**config.mk**
```make
export PLATFORM = sky130hd
export DESIGN_NAME = uart_responder_flat
export DESIGN_NICKNAME = d
export VERILOG_FILES = /design/src/rtl/uart_pkg.sv /design/src/rtl/uart_responder_if.sv /design/src/rtl/uart_rx.sv /design/src/rtl/uart_responder.sv /design/src/flat_wrapper.sv
export SDC_FILE = /design/constraint.sdc
export NUM_CORES = 1
export LEC_CHECK = 0
export BUFFER_PORTS_ARGS = -buffer_cell sky130_fd_sc_hd__buf_2
export CORE_ASPECT_RATIO = 1.2
export CORE_MARGIN = 2
export CORE_UTILIZATION = 25
export CTS_CLUSTER_SIZE = 28
export DETAILED_ROUTE_END_ITERATION = 10
export GPL_TIMING_DRIVEN = 1
export PLACE_DENSITY = 0.47
export SYNTH_ARGS = -nofsm -noshare
export SYNTH_HDL_FRONTEND = slang
export SYNTH_HIERARCHICAL = 1
export SYNTH_SLANG_ARGS = --single-unit
```
**constraint.sdc**
```tcl
create_clock -name clk -period 2.2 [get_ports clk]
set_input_delay 0.11 -clock clk [delete_from_list [all_inputs] [get_ports clk]]
set_output_delay 0.11 -clock clk [all_outputs]
set_load 0.02 [all_outputs]
```
**src/rtl/uart_pkg.sv**
```systemverilog
// Shared types for the UART responder: FSM state encodings and frame geometry.
package uart_pkg;
  localparam int unsigned DATA_BITS = 8;

  typedef enum logic [1:0] {TX_IDLE, TX_START, TX_DATA, TX_STOP} tx_state_t;
  typedef enum logic [1:0] {RX_IDLE, RX_START, RX_DATA, RX_STOP} rx_state_t;
endpackage

```
**src/rtl/uart_responder_if.sv**
```systemverilog
// RAM1 low-byte strobe/data bus between the memory controller and the UART responder.
interface uart_responder_if;
  import uart_pkg::*;

  logic                 wrn;
  logic                 rdn;
  logic [DATA_BITS-1:0] bus_wdata;
  logic [DATA_BITS-1:0] bus_rdata;
  logic                 bus_rdata_oe;
  logic                 tbre;
  logic                 tsre;
  logic                 data_ready;
  logic                 overrun;

  modport master (
    output wrn, rdn, bus_wdata,
    input  bus_rdata, bus_rdata_oe, tbre, tsre, data_ready, overrun
  );

  modport slave (
    input  wrn, rdn, bus_wdata,
    output bus_rdata, bus_rdata_oe, tbre, tsre, data_ready, overrun
  );
endinterface

```
**src/rtl/uart_rx.sv**
```systemverilog
// 8N1 receiver: rxd synchroniser, start validation at half bit, centre sampling.
module uart_rx
  import uart_pkg::*;
#(
  parameter int unsigned CLKS_PER_BIT = 434
) (
  input  logic                 clk,
  input  logic                 rst,
  input  logic                 rxd,
  output logic                 byte_valid,
  output logic [DATA_BITS-1:0] byte_data
);
  localparam int unsigned   CW       = $clog2(CLKS_PER_BIT);
  localparam logic [CW-1:0] CNT_LAST = CW'(CLKS_PER_BIT - 1);
  localparam logic [CW-1:0] CNT_HALF = CW'(CLKS_PER_BIT / 2 - 1);

  rx_state_t            state, state_n;
  logic [CW-1:0]        cnt, cnt_n;
  logic [2:0]           bit_idx, bit_idx_n;
  logic [DATA_BITS-1:0] shreg, shreg_n;
  logic [1:0]           sync;
  logic                 rxd_s;
  logic                 rxd_prev;

  assign rxd_s     = sync[1];
  assign byte_data = shreg;

  always_ff @(posedge clk) begin
    if (rst) begin
      sync     <= '1;
      rxd_prev <= 1'b1;
      state    <= RX_IDLE;
      cnt      <= '0;
      bit_idx  <= '0;
      shreg    <= '0;
    end else begin
      sync     <= {sync[0], rxd};
      rxd_prev <= rxd_s;
      state    <= state_n;
      cnt      <= cnt_n;
      bit_idx  <= bit_idx_n;
      shreg    <= shreg_n;
    end
  end

  always_comb begin
    state_n    = state;
    cnt_n      = cnt;
    bit_idx_n  = bit_idx;
    shreg_n    = shreg;
    byte_valid = 1'b0;
    case (state)
      RX_IDLE: begin
        cnt_n     = '0;
        bit_idx_n = '0;
        if (rxd_prev && !rxd_s) state_n = RX_START;
      end
      RX_START: begin
        if (cnt == CNT_HALF) begin
          cnt_n   = '0;
          state_n = rxd_s ? RX_IDLE : RX_DATA;
        end else begin
          cnt_n = cnt + 1'b1;
        end
      end
      RX_DATA: begin
        if (cnt == CNT_LAST) begin
          cnt_n     = '0;
          shreg_n   = {rxd_s, shreg[DATA_BITS-1:1]};
          bit_idx_n = bit_idx + 1'b1;
          if (bit_idx == 3'd7) state_n = RX_STOP;
        end else begin
          cnt_n = cnt + 1'b1;
        end
      end
      RX_STOP: begin
        // Leave at the stop-bit centre so a following start edge is never missed.
        if (cnt == CNT_LAST) begin
          cnt_n      = '0;
          byte_valid = rxd_s;
          state_n    = RX_IDLE;
        end else begin
          cnt_n = cnt + 1'b1;
        end
      end
      default: state_n = RX_IDLE;
    endcase
  end
endmodule

```
**src/rtl/uart_responder.sv**
```systemverilog
// Board-UART stand-in: strobe decode, TX holding/shift path, RX buffer and status flags.
module uart_responder
  import uart_pkg::*;
#(
  parameter int unsigned CLKS_PER_BIT = 434
) (
  input  logic              clk,
  input  logic              rst,
  uart_responder_if.slave   bus,
  output logic              txd,
  input  logic              rxd
);
  localparam int unsigned   CW       = $clog2(CLKS_PER_BIT);
  localparam logic [CW-1:0] CNT_LAST = CW'(CLKS_PER_BIT - 1);

  logic                 wrn_q, rdn_q;
  logic                 write_edge, read_end;
  logic [DATA_BITS-1:0] hold;
  logic                 hold_full;
  logic                 hold_take;
  tx_state_t            tx_state, tx_state_n;
  logic [CW-1:0]        tx_cnt, tx_cnt_n;
  logic [2:0]           tx_bit, tx_bit_n;
  logic [DATA_BITS-1:0] tx_shift, tx_shift_n;
  logic                 txd_n;
  logic                 tsre_r, tsre_n;
  logic [DATA_BITS-1:0] rbuf;
  logic                 data_ready_r, overrun_r;
  logic                 byte_valid;
  logic [DATA_BITS-1:0] byte_data;

  uart_rx #(.CLKS_PER_BIT(CLKS_PER_BIT)) u_rx (
    .clk        (clk),
    .rst        (rst),
    .rxd        (rxd),
    .byte_valid (byte_valid),
    .byte_data  (byte_data)
  );

  assign write_edge       = wrn_q && !bus.wrn;
  assign read_end         = !rdn_q && bus.rdn;
  // tbre is simply the inverse of the holding-register occupancy.
  assign bus.tbre         = !hold_full;
  assign bus.tsre         = tsre_r;
  assign bus.data_ready   = data_ready_r;
  assign bus.overrun      = overrun_r;
  assign bus.bus_rdata    = rbuf;
  assign bus.bus_rdata_oe = !rdn_q;

  always_ff @(posedge clk) begin
    if (rst) begin
      wrn_q        <= 1'b1;
      rdn_q        <= 1'b1;
      hold         <= '0;
      hold_full    <= 1'b0;
      tx_state     <= TX_IDLE;
      tx_cnt       <= '0;
      tx_bit       <= '0;
      tx_shift     <= '0;
      txd          <= 1'b1;
      tsre_r       <= 1'b1;
      rbuf         <= '0;
      data_ready_r <= 1'b0;
      overrun_r    <= 1'b0;
    end else begin
      wrn_q    <= bus.wrn;
      rdn_q    <= bus.rdn;
      tx_state <= tx_state_n;
      tx_cnt   <= tx_cnt_n;
      tx_bit   <= tx_bit_n;
      tx_shift <= tx_shift_n;
      txd      <= txd_n;
      tsre_r   <= tsre_n;
      if (write_edge && !hold_full) begin
        hold      <= bus.bus_wdata;
        hold_full <= 1'b1;
      end else if (hold_take) begin
        hold_full <= 1'b0;
      end
      // A byte landing together with a read-end edge wins over the clear.
      if (byte_valid) begin
        rbuf         <= byte_data;
        data_ready_r <= 1'b1;
        overrun_r    <= read_end ? 1'b0 : (overrun_r | data_ready_r);
      end else if (read_end) begin
        data_ready_r <= 1'b0;
        overrun_r    <= 1'b0;
      end
    end
  end

  always_comb begin
    tx_state_n = tx_state;
    tx_cnt_n   = tx_cnt;
    tx_bit_n   = tx_bit;
    tx_shift_n = tx_shift;
    txd_n      = txd;
    tsre_n     = tsre_r;
    hold_take  = 1'b0;
    case (tx_state)
      TX_IDLE: begin
        tx_cnt_n = '0;
        tx_bit_n = '0;
        txd_n    = 1'b1;
        if (hold_full) begin
          hold_take  = 1'b1;
          tx_shift_n = hold;
          tsre_n     = 1'b0;
          txd_n      = 1'b0;
          tx_state_n = TX_START;
        end
      end
      TX_START: begin
        if (tx_cnt == CNT_LAST) begin
          tx_cnt_n   = '0;
          txd_n      = tx_shift[0];
          tx_state_n = TX_DATA;
        end else begin
          tx_cnt_n = tx_cnt + 1'b1;
        end
      end
      TX_DATA: begin
        if (tx_cnt == CNT_LAST) begin
          tx_cnt_n = '0;
          tx_bit_n = tx_bit + 1'b1;
          if (tx_bit == 3'd7) begin
            txd_n      = 1'b1;
            tx_state_n = TX_STOP;
          end else begin
            tx_shift_n = tx_shift >> 1;
            txd_n      = tx_shift[1];
          end
        end else begin
          tx_cnt_n = tx_cnt + 1'b1;
        end
      end
      TX_STOP: begin
        if (tx_cnt == CNT_LAST) begin
          tx_cnt_n = '0;
          if (hold_full) begin
            hold_take  = 1'b1;
            tx_shift_n = hold;
            txd_n      = 1'b0;
            tx_state_n = TX_START;
          end else begin
            tsre_n     = 1'b1;
            tx_state_n = TX_IDLE;
          end
        end else begin
          tx_cnt_n = tx_cnt + 1'b1;
        end
      end
      default: tx_state_n = TX_IDLE;
    endcase
  end
endmodule

```
**src/flat_wrapper.sv**
```systemverilog
// flat-port wrapper written by rule: the top's interface ports become plain ports
module uart_responder_flat import uart_pkg::*;
#(
  parameter int unsigned CLKS_PER_BIT = 434
)
  (clk, rst, txd, rxd, bus_wrn, bus_rdn, bus_bus_wdata, bus_bus_rdata, bus_bus_rdata_oe, bus_tbre, bus_tsre, bus_data_ready, bus_overrun);
  uart_responder_if bus_i ();
  input  logic clk;
  input  logic rst;
  output logic txd;
  input  logic rxd;
  input wire logic [$bits(bus_i.wrn)-1:0] bus_wrn;
  input wire logic [$bits(bus_i.rdn)-1:0] bus_rdn;
  input wire logic [$bits(bus_i.bus_wdata)-1:0] bus_bus_wdata;
  output wire logic [$bits(bus_i.bus_rdata)-1:0] bus_bus_rdata;
  output wire logic [$bits(bus_i.bus_rdata_oe)-1:0] bus_bus_rdata_oe;
  output wire logic [$bits(bus_i.tbre)-1:0] bus_tbre;
  output wire logic [$bits(bus_i.tsre)-1:0] bus_tsre;
  output wire logic [$bits(bus_i.data_ready)-1:0] bus_data_ready;
  output wire logic [$bits(bus_i.overrun)-1:0] bus_overrun;
  assign bus_i.wrn = bus_wrn;
  assign bus_i.rdn = bus_rdn;
  assign bus_i.bus_wdata = bus_bus_wdata;
  assign bus_bus_rdata = bus_i.bus_rdata;
  assign bus_bus_rdata_oe = bus_i.bus_rdata_oe;
  assign bus_tbre = bus_i.tbre;
  assign bus_tsre = bus_i.tsre;
  assign bus_data_ready = bus_i.data_ready;
  assign bus_overrun = bus_i.overrun;
  uart_responder #(.CLKS_PER_BIT(CLKS_PER_BIT)) u_core (.clk(clk), .rst(rst), .bus(bus_i), .txd(txd), .rxd(rxd));
endmodule
```
Yosys cells after proc, flatten, opt, wreduce, memory -nomap -nowiden
Index checks and enable logic that the tools add are counted.
{"block": "op_classes", "add_sub_neg": 4, "mul": 0, "n_div": 0, "magnitude_cmp": 0, "n_eq_ne": 24, "shift": 0, "n_mux": 49, "bitwise": 1, "n_reduce_logical": 26}
{"operator": "8-bit 2-to-1 mux", "n": 4}
{"operator": "9-bit 2-to-1 mux", "n": 3}
{"operator": "9-bit one-hot mux with 3 select lines", "n": 1}
{"operator": "8-bit one-hot mux with 3 select lines", "n": 1}
{"operator": "2-bit 2-to-1 mux", "n": 11}
{"operator": "1-bit 2-to-1 mux", "n": 19}
{"operator": "9-bit by 1-bit adder with 9-bit output, second input constant", "n": 2}
{"operator": "9-bit == test, second input constant", "n": 2}
{"operator": "9-bit one-hot mux with 2 select lines", "n": 1}
{"operator": "2-bit one-hot mux with 4 select lines", "n": 2}
{"operator": "2-bit != test, second input constant", "n": 7}
{"operator": "2-bit by 1-bit != test with 1-bit output, second input constant", "n": 6}
{"operator": "3-bit one-hot mux with 2 select lines", "n": 2}
{"operator": "4-bit AND reduction", "n": 3}
{"operator": "5-bit AND reduction", "n": 2}
{"operator": "2-bit nonzero test", "n": 5}
{"operator": "9-bit by 8-bit == test with 1-bit output, second input constant", "n": 1}
{"operator": "2-bit == test, second input constant", "n": 4}
{"operator": "3-bit by 1-bit adder with 3-bit output, second input constant", "n": 2}
{"operator": "3-bit == test, second input constant", "n": 2}
{"operator": "3-bit 2-to-1 mux", "n": 2}
{"operator": "2-bit AND reduction", "n": 3}
{"operator": "2-bit by 1-bit == test with 1-bit output, second input constant", "n": 2}
{"operator": "1-bit logical AND", "n": 4}
{"operator": "other kinds (8)", "n": 13}
{"block": "word_totals", "regBits": 70, "latch_bits": 0, "mem_bits_rw": 0, "mem_bits_ro": 0, "wordCells": 123, "mem_count": 0}

Longest topological paths before layout
{"block": "depth", "word_depth": 5, "ltp_mapped": 8, "ltp_nobuf": 7}

Modules after synthesis
The synthesis kept the hierarchy.
{"mod": "uart_responder", "n_inst": 1, "cells_each": 206, "area_per_inst_um2": 2031.9}
{"mod": "uart_rx", "n_inst": 1, "cells_each": 119, "area_per_inst_um2": 1136.1}

Least setup slack after synthesis
No wires, ideal clock.
{"block": "synth_timing", "kind": "reg-to-reg", "startpoint": "register u_core.u_rx.cnt[0]", "endpoint": "register u_core.rbuf[0] (netlist: u_core/bus.bus_rdata[0])", "setup_ps": 128, "t_arrival_ps": 1761, "t_required_ps": 2072, "slack_ps": 312, "path_stages_with_launch": 8, "n_path_buf": 1, "period_less_slack_ps": 1888, "path_cell_list": "dfxtp_1 > ha_1 > and4bb_2 > nand2_1 > nor3_1 > clkbuf_1 > mux2i_1 > nor2_1"}
{"block": "synth_via", "elab_chain_cells": 3}
{"element": "start: declaration", "line": "uart_rx.sv:18", "rtl": "logic [CW-1:0] cnt, cnt_n;"}
{"element": "start signal: assignment", "line": "uart_rx.sv:40", "rtl": "cnt <= cnt_n;"}
{"element": "9-bit == test", "line": "uart_rx.sv:78", "rtl": "if (cnt == CNT_LAST) begin"}
{"element": "1-bit 2-to-1 mux", "line": "uart_rx.sv:78"}
{"element": "1-bit 2-to-1 mux", "line": "uart_rx.sv:52", "rtl": "case (state)"}
{"element": "via u_core.byte_valid", "line": "uart_responder.sv:29", "rtl": "logic byte_valid;"}
{"element": "end signal: assignment", "line": "uart_responder.sv:82", "rtl": "rbuf <= byte_data;"}
{"element": "end: declaration", "line": "uart_responder.sv:27", "rtl": "logic [DATA_BITS-1:0] rbuf;"}
The timed path passes the listed nets, and every way through them passes these cells.
A chain may end at the register's enable or synchronous reset.

Worst setup path in the final report
{"block": "layout_timing", "startpoint": "register u_core.tx_state[0]", "endpoint": "register u_core.tx_shift[4]"}
{"block": "layout_via", "elab_chain_cells": 3}
{"element": "start: declaration", "line": "uart_responder.sv:21", "rtl": "tx_state_t tx_state, tx_state_n;"}
{"element": "start signal: assignment", "line": "uart_responder.sv:68", "rtl": "tx_state <= tx_state_n;"}
{"element": "2-bit == test or 2-bit zero test (tied branches)", "line": "uart_responder.sv:100", "rtl": "case (tx_state)"}
{"element": "2-bit by 1-bit != test with 1-bit output (no source line), or another cell as far along"}
{"element": "4-bit AND reduction (no source line)"}
{"element": "end signal: assignment", "line": "uart_responder.sv:71", "rtl": "tx_shift <= tx_shift_n;"}
{"element": "end: declaration", "line": "uart_responder.sv:24", "rtl": "logic [DATA_BITS-1:0] tx_shift, tx_shift_n;"}
Several ways; a longest one is shown, not always the timed one.

==> flow_metrics.py <==
metrics = {
    "status": {
        "status": "finished clean",
    },
    "critical_path": {
        "path_class": "flip-flop to flip-flop",
        "required_ns": 2.44,
        "crit_fanout": 16,
        "arrival_ns": 2.07,
        "critPathLaunchType": "flip-flop",
        "endpoint_kind": "flip-flop",
    },
    "timing": {
        "final_hold_viol_count": 0,
        "fin_crit_sh": 0.833,
        "whs_ns": 0.0160,
        "layout_setup_ws_ns": 0.367,
        "fmax_mhz": 545,
        "maxSlewHeadroom": 0.625,
        "slew_viol_final": 0,
        "max_slew.worst_pin.slew_ns": 0.563,
        "period_minus_slack_ns": 1.83,
        "rsz0062_at_grt": "false",
        "skew_ns": 0.00522,
        "fin_setup_tns_ns": 0,
        "setup_viol": 0,
    },
    "place": {
        "port_buffers": 26,
        "gp_congestion": 0.776,
        "place_ws_ns": 0.371,
        "dp.cells": 505,
        "dpl.hpwl_mm": 4.27,
    },
    "floorplan": {
        "die_h_um": 127,
        "io_pins": 27,
        "die_w_um": 107,
        "core_sq_mm": 0.0125,
        "rows": 45,
        "initial_core_util": 0.253,
        "design.die.area_sq_mm": 0.0136,
    },
    "finish": {
        "diodes": 0,
        "utilization": 0.306,
        "synthToLayoutAreaGrowth_pct": 20.7,
        "finalNetCount": 385,
        "drive_gt1_frac": 0.191,
        "instances_no_fill": 525,
    },
    "detailed_routing": {
        "drt_first_pass_iters": 4,
        "drc": 0,
        "postRouteAntennaNets": 0,
        "viasPerCell": 4.46,
        "postRouteWirelength_mm": 6.08,
        "vias": 2341,
        "first_iter_violations": 98,
        "post_drt_wl_per_cell_um": 11.6,
    },
    "logic_synthesis": {
        "synth.distinct_cells": 52,
        "yosysTopAreaCellShare": 0.442,
        "syn_avg_cell_area_sq_um": 9.75,
        "synth-edff-count": 0,
        "synth_cells": 325,
        "ys.flop_type": "dfxtp_1",
        "syn_area_sq_mm": 0.00317,
        "async_reset_ff_frac": 0,
        "yosys.area.top_type": "dfxtp_1",
        "syn-num-nets": 353,
        "yosys_register_bits": 70,
        "yosysWarnings": 6,
        "ys_seq_area_frac": 0.442,
        "synthTopCellsByArea": "dfxtp_1, mux2i_1, nor2_1, ha_1, a21oi_1",
    },
    "global_route": {
        "grt_pass1_wl_mm": 10.6,
        "grt-ovfl-total": 0,
        "grt_util_met1": 0.122,
        "grt_pass1_vias": 2247,
        "grtUsageMet3": 0.0342,
        "grt_use_total": 0.0990,
        "use_met2": 0.154,
        "grt_antenna_before_repair": 0,
        "busiest_layer": "met2",
        "grt_max_degree": 31,
    },
    "clocking": {
        "cts_buffers": 9,
        "clk_path_buf_depth": 2,
        "insertion_delay_ns": 0.33,
        "cts_sinks": 70,
        "htree_num_levels": 3,
        "clk_pin_slew_ns": 0.05,
        "cts_tree": "yes",
        "cts_root_buf": "clkbuf_16",
    },
    "flow_run": {
        "maxCapViolCount": 0,
    },
    "pwr": {
        "p_per_area_mw_per_mm2": 974,
        "ir_worst_vdd_mv": 0.533,
        "leakagePower_nw": 1.38,
    },
    "min_path": {
        "min_path_type": "input port to flip-flop",
    },
}
[path summary, 6_finish.rpt]
path / start / end / slack [ns] / depth (start not counted)
worst max-delay path: u_core/tx_state[0] / u_core/tx_shift[4] / 0.37 / 7
worst min-delay path: bus_bus_wdata[7] / u_core/hold[7] / 0.02 / 3
worst max register to register: u_core/tx_state[0] / u_core/tx_shift[4] / 0.37 / 7
worst min register to register: u_core/u_rx/sync[0] / u_core/u_rx/sync[1] / 0.40 / 1
[flip-flops by register name, summed over array words and instances (netlist names), 2 cells and up, named ones only]
signal                 flops
u_core/tx_bit              3
u_core/u_rx/byte_data      8
u_core/u_rx/cnt            9
u_core/tx_state            2
u_core/hold                8
u_core/u_rx/bit_idx        3
u_core/bus.bus_rdata       8
u_core/tx_cnt              9
u_core/u_rx/sync           2
u_core/tx_shift            8
[report_power, final]
part	internal [W]	switching, W	leakage (nW)
clock network	0.00104	0.000513	0.161
logic	0.000294	0.000419	0.651
registers	0.00138	0.0000790	0.568
total	0.00271	0.00101	1.38
[Yosys cell counts, drive strengths merged (5+ instances only)]
master	n
inv	11
or2	6
nor2	52
xor2	5
clkbuf	5
xnor2	9
nor3	6
a211oi	7
mux2i	31
nand3	13
nand4	5
a311oi	7
buf	10
dfxtp	70
a21oi	20
ha	15
nand2	11
[timing repair]
item / 4_1_cts / 5_1_grt
hold buffers: 5 / 0
hold endpoints to repair: 6 / 0
resized for setup: 0 / 0
buffers inserted: 0 / 0
[worst max-delay path, cell delays in order (launching register included)]
cell	delay (ns)
dfxtp_1	0.41
inv_1	0.12
ha_1	0.23
buf_4	0.18
a211oi_4	0.22
buf_4	0.23
a21oi_1	0.09
a311oi_1	0.26
[metrics by stage]
step | instance area [sq um] | total power, W
2_1_floorplan | 3170 | 0.00203
3_3_place_gp | 3450 | 0.00218
3_5_place_dp | 3450 | 0.00219
4_1_cts | 3820 | 0.00378
5_1_grt | 3820 | 0.00393
6_report | 3820 | 0.00372
[cells by family (layout without fill, tap and decap cells)]
logic type	Yosys count	in the layout	share of synthesized area
adders and majority gates	15	15	0.0592
DFF	70	70	0.442
and+or+nand+nor	116	116	0.195
xor gates and xnor gates	14	14	0.0387
AOI/OAI and AO/OA	51	51	0.117
buffers and inverters	27	63	0.0466
muxes	32	32	0.102
[routing by layer]
layer / wire, um / vias up
met2: 2890 / 37
met4: 102 / 0
met5: 0 / -
li1: - / 1207
met3: 249 / 7
met1: 2840 / 1090
[cell usage in the layout (no fill, tap or decap), types with 5 or more instances in the layout]
master          n
dfxtp_1        70
nor2_1         52
mux2i_1        31
buf_2          26
a21oi_1        20
ha_1           15
nand3_1        13
inv_1          11
nand2_1        11
clkbuf_16       9
xnor2_1         9
a311oi_1        7
a211oi_1        6
or2_2           6
buf_4           6
dlygate4sd3_1   5
nand4_1         5
xor2_1          5
[final cells by class]
type	instances	area, sq um
fillers	1350	8670
multi-input cells	228	1630
flip-flops and latches	70	1400
clock buffers	11	253
repair buffers	37	225
well taps	164	205
clock inverters	4	70.1
inverters	11	41.3
(Power assumes the default switching activity.)
